<file path="config.mk">
export PLATFORM = sky130hd
export DESIGN_NAME = alu_arbiter
export DESIGN_NICKNAME = d
export VERILOG_FILES = /design/src/rtl/alu_arbiter.sv
export SDC_FILE = /design/constraint.sdc
export NUM_CORES = 1
export LEC_CHECK = 0
export ABC_AREA = 1
export CORE_AREA = 2 2 170 172
export CTS_CLUSTER_DIAMETER = 80
export CTS_CLUSTER_SIZE = 8
export DETAILED_ROUTE_END_ITERATION = 10
export DIE_AREA = 0 0 172 174
export GPL_ROUTABILITY_DRIVEN = 0
export PLACE_DENSITY = 0.56
export SYNTH_ARGS = -nofsm -noshare
export SYNTH_HDL_FRONTEND = slang
export SYNTH_SLANG_ARGS = --single-unit
</file>
<file path="constraint.sdc">
create_clock -name clk -period 1.7 [get_ports clk]
set_input_delay 0.34 -clock clk [delete_from_list [all_inputs] [get_ports clk]]
set_output_delay 0.34 -clock clk [all_outputs]
set_load 0.05 [all_outputs]
</file>
<file path="src/rtl/alu_arbiter.sv">
// Round-robin sequencer sharing one combinational RV32 ALU between two requesters.
// Flow per operation: request handshake, one execute cycle, then a held response.
module alu_arbiter #(
  parameter int unsigned DW = 32,
  parameter int unsigned CW = 10
) (
  input  logic          clk,
  input  logic          rst_n,

  input  logic          req0_valid,
  output logic          req0_ready,
  input  logic [DW-1:0] req0_a,
  input  logic [DW-1:0] req0_b,
  input  logic [DW-1:0] req0_imm,
  input  logic          req0_imm_en,
  input  logic [CW-1:0] req0_ctrl,

  input  logic          req1_valid,
  output logic          req1_ready,
  input  logic [DW-1:0] req1_a,
  input  logic [DW-1:0] req1_b,
  input  logic [DW-1:0] req1_imm,
  input  logic          req1_imm_en,
  input  logic [CW-1:0] req1_ctrl,

  output logic          rsp0_valid,
  input  logic          rsp0_ready,
  output logic [DW-1:0] rsp0_data,
  output logic          rsp0_n,
  output logic          rsp0_z,

  output logic          rsp1_valid,
  input  logic          rsp1_ready,
  output logic [DW-1:0] rsp1_data,
  output logic          rsp1_n,
  output logic          rsp1_z,

  output logic [DW-1:0] alu_a,
  output logic [DW-1:0] alu_b,
  output logic [DW-1:0] alu_imm,
  output logic          alu_imm_en,
  output logic [CW-1:0] alu_ctrl,
  input  logic [DW-1:0] alu_out,
  input  logic          alu_n,
  input  logic          alu_z,

  output logic          busy
);

  typedef enum logic [1:0] {
    IDLE = 2'd0,
    EXEC = 2'd1,
    RESP = 2'd2
  } state_e;

  state_e        state_q;
  logic [DW-1:0] a_q, b_q, imm_q, res_q;
  logic          imm_en_q, n_q, z_q;
  logic [CW-1:0] ctrl_q;
  logic          owner_q;
  logic          ptr_q;
  logic [1:0]    rsp_valid_q;
  logic          busy_q;

  logic          gnt0_c, gnt1_c;
  logic          rsp_hs_c;
  logic [DW-1:0] sel_a_c, sel_b_c, sel_imm_c;
  logic          sel_imm_en_c;
  logic [CW-1:0] sel_ctrl_c;

  // Grant only in IDLE; on contention the pointer picks the requester.
  always_comb begin
    gnt0_c = 1'b0;
    gnt1_c = 1'b0;
    if (state_q == IDLE) begin
      if (req0_valid && (!req1_valid || !ptr_q)) begin
        gnt0_c = 1'b1;
      end else if (req1_valid) begin
        gnt1_c = 1'b1;
      end
    end
  end

  // Ready is masked while reset is asserted so nothing is accepted from a dead block.
  assign req0_ready = rst_n & gnt0_c;
  assign req1_ready = rst_n & gnt1_c;

  always_comb begin
    sel_a_c      = req0_a;
    sel_b_c      = req0_b;
    sel_imm_c    = req0_imm;
    sel_imm_en_c = req0_imm_en;
    sel_ctrl_c   = req0_ctrl;
    if (gnt1_c) begin
      sel_a_c      = req1_a;
      sel_b_c      = req1_b;
      sel_imm_c    = req1_imm;
      sel_imm_en_c = req1_imm_en;
      sel_ctrl_c   = req1_ctrl;
    end
  end

  assign rsp_hs_c = owner_q ? (rsp_valid_q[1] & rsp1_ready)
                            : (rsp_valid_q[0] & rsp0_ready);

  always_ff @(posedge clk or negedge rst_n) begin
    if (!rst_n) begin
      state_q     <= IDLE;
      a_q         <= '0;
      b_q         <= '0;
      imm_q       <= '0;
      imm_en_q    <= 1'b0;
      ctrl_q      <= '0;
      res_q       <= '0;
      n_q         <= 1'b0;
      z_q         <= 1'b0;
      owner_q     <= 1'b0;
      ptr_q       <= 1'b0;
      rsp_valid_q <= 2'b00;
      busy_q      <= 1'b0;
    end else begin
      case (state_q)
        IDLE: begin
          if (gnt0_c || gnt1_c) begin
            a_q      <= sel_a_c;
            b_q      <= sel_b_c;
            imm_q    <= sel_imm_c;
            imm_en_q <= sel_imm_en_c;
            ctrl_q   <= sel_ctrl_c;
            owner_q  <= gnt1_c;
            busy_q   <= 1'b1;
            state_q  <= EXEC;
          end
        end
        EXEC: begin
          res_q                <= alu_out;
          n_q                  <= alu_n;
          z_q                  <= alu_z;
          rsp_valid_q[owner_q] <= 1'b1;
          state_q              <= RESP;
        end
        RESP: begin
          // Hold here under backpressure; the pointer moves to the loser on completion.
          if (rsp_hs_c) begin
            rsp_valid_q <= 2'b00;
            ptr_q       <= ~owner_q;
            busy_q      <= 1'b0;
            state_q     <= IDLE;
          end
        end
        default: begin
          rsp_valid_q <= 2'b00;
          busy_q      <= 1'b0;
          state_q     <= IDLE;
        end
      endcase
    end
  end

  assign alu_a      = a_q;
  assign alu_b      = b_q;
  assign alu_imm    = imm_q;
  assign alu_imm_en = imm_en_q;
  assign alu_ctrl   = ctrl_q;

  assign rsp0_valid = rsp_valid_q[0];
  assign rsp1_valid = rsp_valid_q[1];
  assign rsp0_data  = res_q;
  assign rsp1_data  = res_q;
  assign rsp0_n     = n_q;
  assign rsp1_n     = n_q;
  assign rsp0_z     = z_q;
  assign rsp1_z     = z_q;
  assign busy       = busy_q;

endmodule

</file>
# After elaboration in Yosys (flattened, before gate mapping)
# Cells that the tools add are included.
dict set report word_totals {
  reg_bits 148
  inputBits 254
}
dict set report classes {
  n_lt_le_gt_ge 2
  n_eq_ne 4
  n_mux 20
  bitwise_logic 8
  n_reduce_logical 12
}
# op n
set op_table {}
lappend op_table {{$mux 32} 3}
lappend op_table {{$pmux 2 s3} 2}
lappend op_table {{$mux 1} 10}
lappend op_table {{$mux 10} 1}
lappend op_table {{$reduce_and 2->1} 4}
lappend op_table {{$and 1x1->1} 4}
lappend op_table {{$mux 2} 2}
lappend op_table {{$not 1->1} 3}
lappend op_table {{$pmux 1 s3} 1}
lappend op_table {{$reduce_and 3->1} 1}
lappend op_table {{$eq 2x1->1 const B} 1}
lappend op_table {{$eq 2x2->1 const B} 1}
lappend op_table {{$logic_and 1x1->1} 2}
lappend op_table {{$logic_not 1->1} 2}
lappend op_table {{$logic_not 2->1} 1}
lappend op_table {{$logic_or 1x1->1} 2}
lappend op_table {{$lt 1x2->1 const B} 1}
lappend op_table {{$ne 2x1->1 const B} 1}
lappend op_table {{$ne 2x2->1 const B} 1}
lappend op_table {{$or 2x2->2} 1}
lappend op_table {{$demux 1 s1} 1}
lappend op_table {{$ge 1x1->1 const B} 1}

# Depth between registers and ports, before layout
dict set report depth {
  word_depth 8
  ltp_mapped 8
  ltp_nobuf 6
}

# Worst setup path after synthesis
# Ideal clock, no wire load.
dict set report synth_path {
  path_kind {register -> output}
  start {reg state_q[0]}
  end {out req0_ready}
  arrival_time_ns 1.657
  setup_slack_ns -0.297
  stages_incl_launch_ff 6
  path_buffers 2
  cell_sequence {dfrtp_1 > nor2_2 > nand3_1 > buf_2 > buf_1 > nor2_1}
}
dict set report synth_between {
  elab_chain_len 3
}
# element line_no
set synth_lines {}
lappend synth_lines {{from (decl)} 56} ;# state_e state_q;
lappend synth_lines {{from (signal assigned)} 108} ;# state_q <= IDLE;
lappend synth_lines {{from (signal assigned)} 132} ;# state_q <= EXEC;
lappend synth_lines {{from (signal assigned)} 140} ;# state_q <= RESP;
lappend synth_lines {{$logic_not 2->1} 75} ;# if (state_q == IDLE) begin
lappend synth_lines {{$mux 1} 75}
lappend synth_lines {{$and 1x1->1} 85} ;# assign req0_ready = rst_n & gnt0_c;
lappend synth_lines {{to (decl)} 11} ;# output logic req0_ready,
# Every way passes these cells.

# Worst setup path in the final report
dict set report layout_path {
  start {reg state_q[1]}
  end {out req1_ready}
}
dict set report layout_between {
  elab_chain_len 3
}
# element line_no
set layout_lines {}
lappend layout_lines {{$logic_not 2->1} 75}
lappend layout_lines {{$mux 1} 75}
lappend layout_lines {{$and 1x1->1} 86} ;# assign req1_ready = rst_n & gnt1_c;
lappend layout_lines {{to (decl)} 19} ;# output logic req1_ready,
# Every way passes these cells.

==> results.ini <==
[detailed_routing]
drt_pass1_iterations = 4
ant_nets = 0
wl_met1_um = 10700
viasPerCell = 4.56
wl_met2_um = 12600
drtIter0Drc = 399
wl_per_cell_um = 17.2
wl_met3_um = 2410
drc = 0
top_layer_used = met4
route.vias.total = 6972
wirelength_um = 26200

[synthesis]
synthMuxAreaShare = 0.0563
syn_area_um2 = 6800
synth-adder-area-share = 0
synth-simple-area-share = 0.313
synth_nets = 993
synth_top_family_by_area = simple AND/OR/NAND/NOR gates
netlist_instances = 739
synth_compound_area_frac = 0.00442
postSynthAreaPerCell_um2 = 9.20
yosysWarnings = 0
ys_seq_area_frac = 0.545
yosys.cell_types.count = 20
synth-seq-cells = 148
synth_xor_area_frac = 0

[floorplanning]
die_area_um2 = 29900
placementRows = 62
die_w_um = 172
die_h_um = 174
start_util = 0.241
core_um2 = 28200
boundaryPins = 434

[global_route]
grtUsageTotal = 0.168
first_global_vias = 6895
overflow = 0
grt_first_pass_wirelength_um = 39000
antenna_found_initial = 1
grt_max_degree = 149

[power_and_ir_drop]
ir_drop_uv = 1380
powerDensity_nw_per_um2 = 2250
leakage_uw = 0.00539

[placed_design]
post_dp_cell_area_um2 = 11100
hpwl_um = 18600
port_buffers = 433
dpl.cell_count = 1492

[sta]
max_freq_mhz = 571
setup_ws_ns = -0.0514
fin_hold_ws_ns = -0.00757
fin_crit_ns = 1.75
setup_viol = 2
slew_headroom = 0.360
skew_ns = 0.00898
maxSlewViolCount = 0
worst_pin_slew_ns = 0.960
rsz0062_at_grt = yes
fin_crit_sh = 1.03
tns_ns = -0.0972
hold_viol_final = 1

[finish]
fin_util = 0.419
drive_gt1_frac = 0.252
syn_to_final_growth_pct = 74.2
instances_no_fill = 1528
layout.nets = 1385
final_cell_area_um2 = 11800

[critical_path]
path_delay_family = simple AND/OR/NAND/NOR gates
cp_data_required_time_ns = 1.36
worstPathMaxFanout = 3
critical-path-max-stage-delay_ns = 0.41
end_kind = output port
cp-start-kind = flip-flop
crit_buf_inv = 1
cp_slowest_cell = dfrtp_1
path_class = flip-flop to output port
cp.arrival_ns = 1.41
path_cells = nor2_4 > nand3_4 > nor2_4 > buf_12
crit_path_frequent_cell = nor2_4

[run_status]
violations = negative hold slack, negative setup slack
status = finished with violations

[cts]
clockBufferDepth = 2
ctsHoldBuffers = 0
insertion_delay_ns = 0.42
clock-sinks = 148
cts_tree = done
root_buffer = clkbuf_16
clk_transition_reported_paths_ns = 0.06
cts_buffers = 17
htreeDepth = 4

[worst_hold_path]
hold_path.class = primary input to async pin

[run]
cap_violations = 0

-- logic make-up after synthesis --
family          count (synthesis)
flops                         148
mux                            34
compound gates                  5
buf+inv                       101
simple gates                  451
-- worst paths after layout --
check	depth (start not counted)	start	endpoint	slack [ns]
setup / recovery	4	state_q[1]	req1_ready	-0.05
hold / removal	2	rst_n	alu_b[24]	-0.008
setup reg to reg	7	ptr_q	alu_imm[17]	0.16
hold reg to reg	2	busy	busy	0.48
max in group asynchronous	2	rst_n	rsp0_data[22]	0.90
min in group clk	2	busy	busy	0.48
-- power breakdown --
part	internal (µW)	total [µW]	leakage (µW)	switching, µW
sequential	5190	6270	0.00183	1080
combinational	5210	16100	0.00324	10900
clock	2760	4270	0.000319	1510
total	13200	26700	0.00539	13500
-- layout make-up --
class | count | area, µm²
clock buffers | 23 | 488
flip-flops and latches | 148 | 3700
inverters | 8 | 30.0
well taps | 384 | 480
clock inverters | 8 | 171
multi-input cells | 490 | 2600
fillers | 2789 | 16400
diodes | 1 | 2.50
repair buffers | 466 | 4370
-- flip-flops by register name, summed over array words and instances, names as in the netlist --
| register | flops |
|---|---|
| alu_imm_en | 1 |
| rsp_valid_q | 2 |
| alu_a | 32 |
| alu_ctrl | 10 |
| alu_b | 32 |
| rsp0_n | 1 |
| owner_q | 1 |
| rsp0_z | 1 |
| rsp0_data | 32 |
| ptr_q | 1 |
| state_q | 2 |
| alu_imm | 32 |
| busy | 1 |
-- cell usage in the layout (no fill, tap or decap), drive strengths merged, types with 2 or more instances in the layout --
| master | n |
|---|---|
| o21ai | 2 |
| nand2 | 116 |
| nor2 | 7 |
| and2 | 2 |
| clkdlybuf4s50 | 252 |
| mux2 | 34 |
| o21bai | 2 |
| nand3 | 326 |
| bufinv | 5 |
| inv | 8 |
| clkbuf | 23 |
| buf | 214 |
| dfrtp | 148 |
| clkinv | 2 |
-- synth_stat cells (all sizes together) --
cell,count,area (µm²)
mux2,34,383
nor2,7,38.8
dfrtp,148,3700
and2,2,12.5
a21oi,1,5.00
nand3,326,1640
clkbuf,24,90.1
nand2,116,440
inv,8,30.0
o21bai,2,15.0
o21ai,2,10.0
buf,69,433
-- stage by stage --
stage	setup WS, ns	power, µW
detailed placement	-0.184	22500
global placement	-0.154	22400
finish	-0.0514	26700
CTS	-0.0782	27000
floorplan	0.0580	17300
global route	-0.126	28000
-- layer usage --
metal,global-route usage,vias up
li1,-,3288
met1,0.204,3354
met2,0.281,304
met3,0.0565,26
met4,0.0511,0
met5,0,-
-- what timing repair did --
action / 4_1_cts / 5_1_grt
gates resized for setup: 1 / 2
pin swaps: 3 / 0
buffers inserted: 4 / 0
setup endpoints to repair: 2 / 12
cloned: 0 / 0
Power figures use the tool's default switching activity.
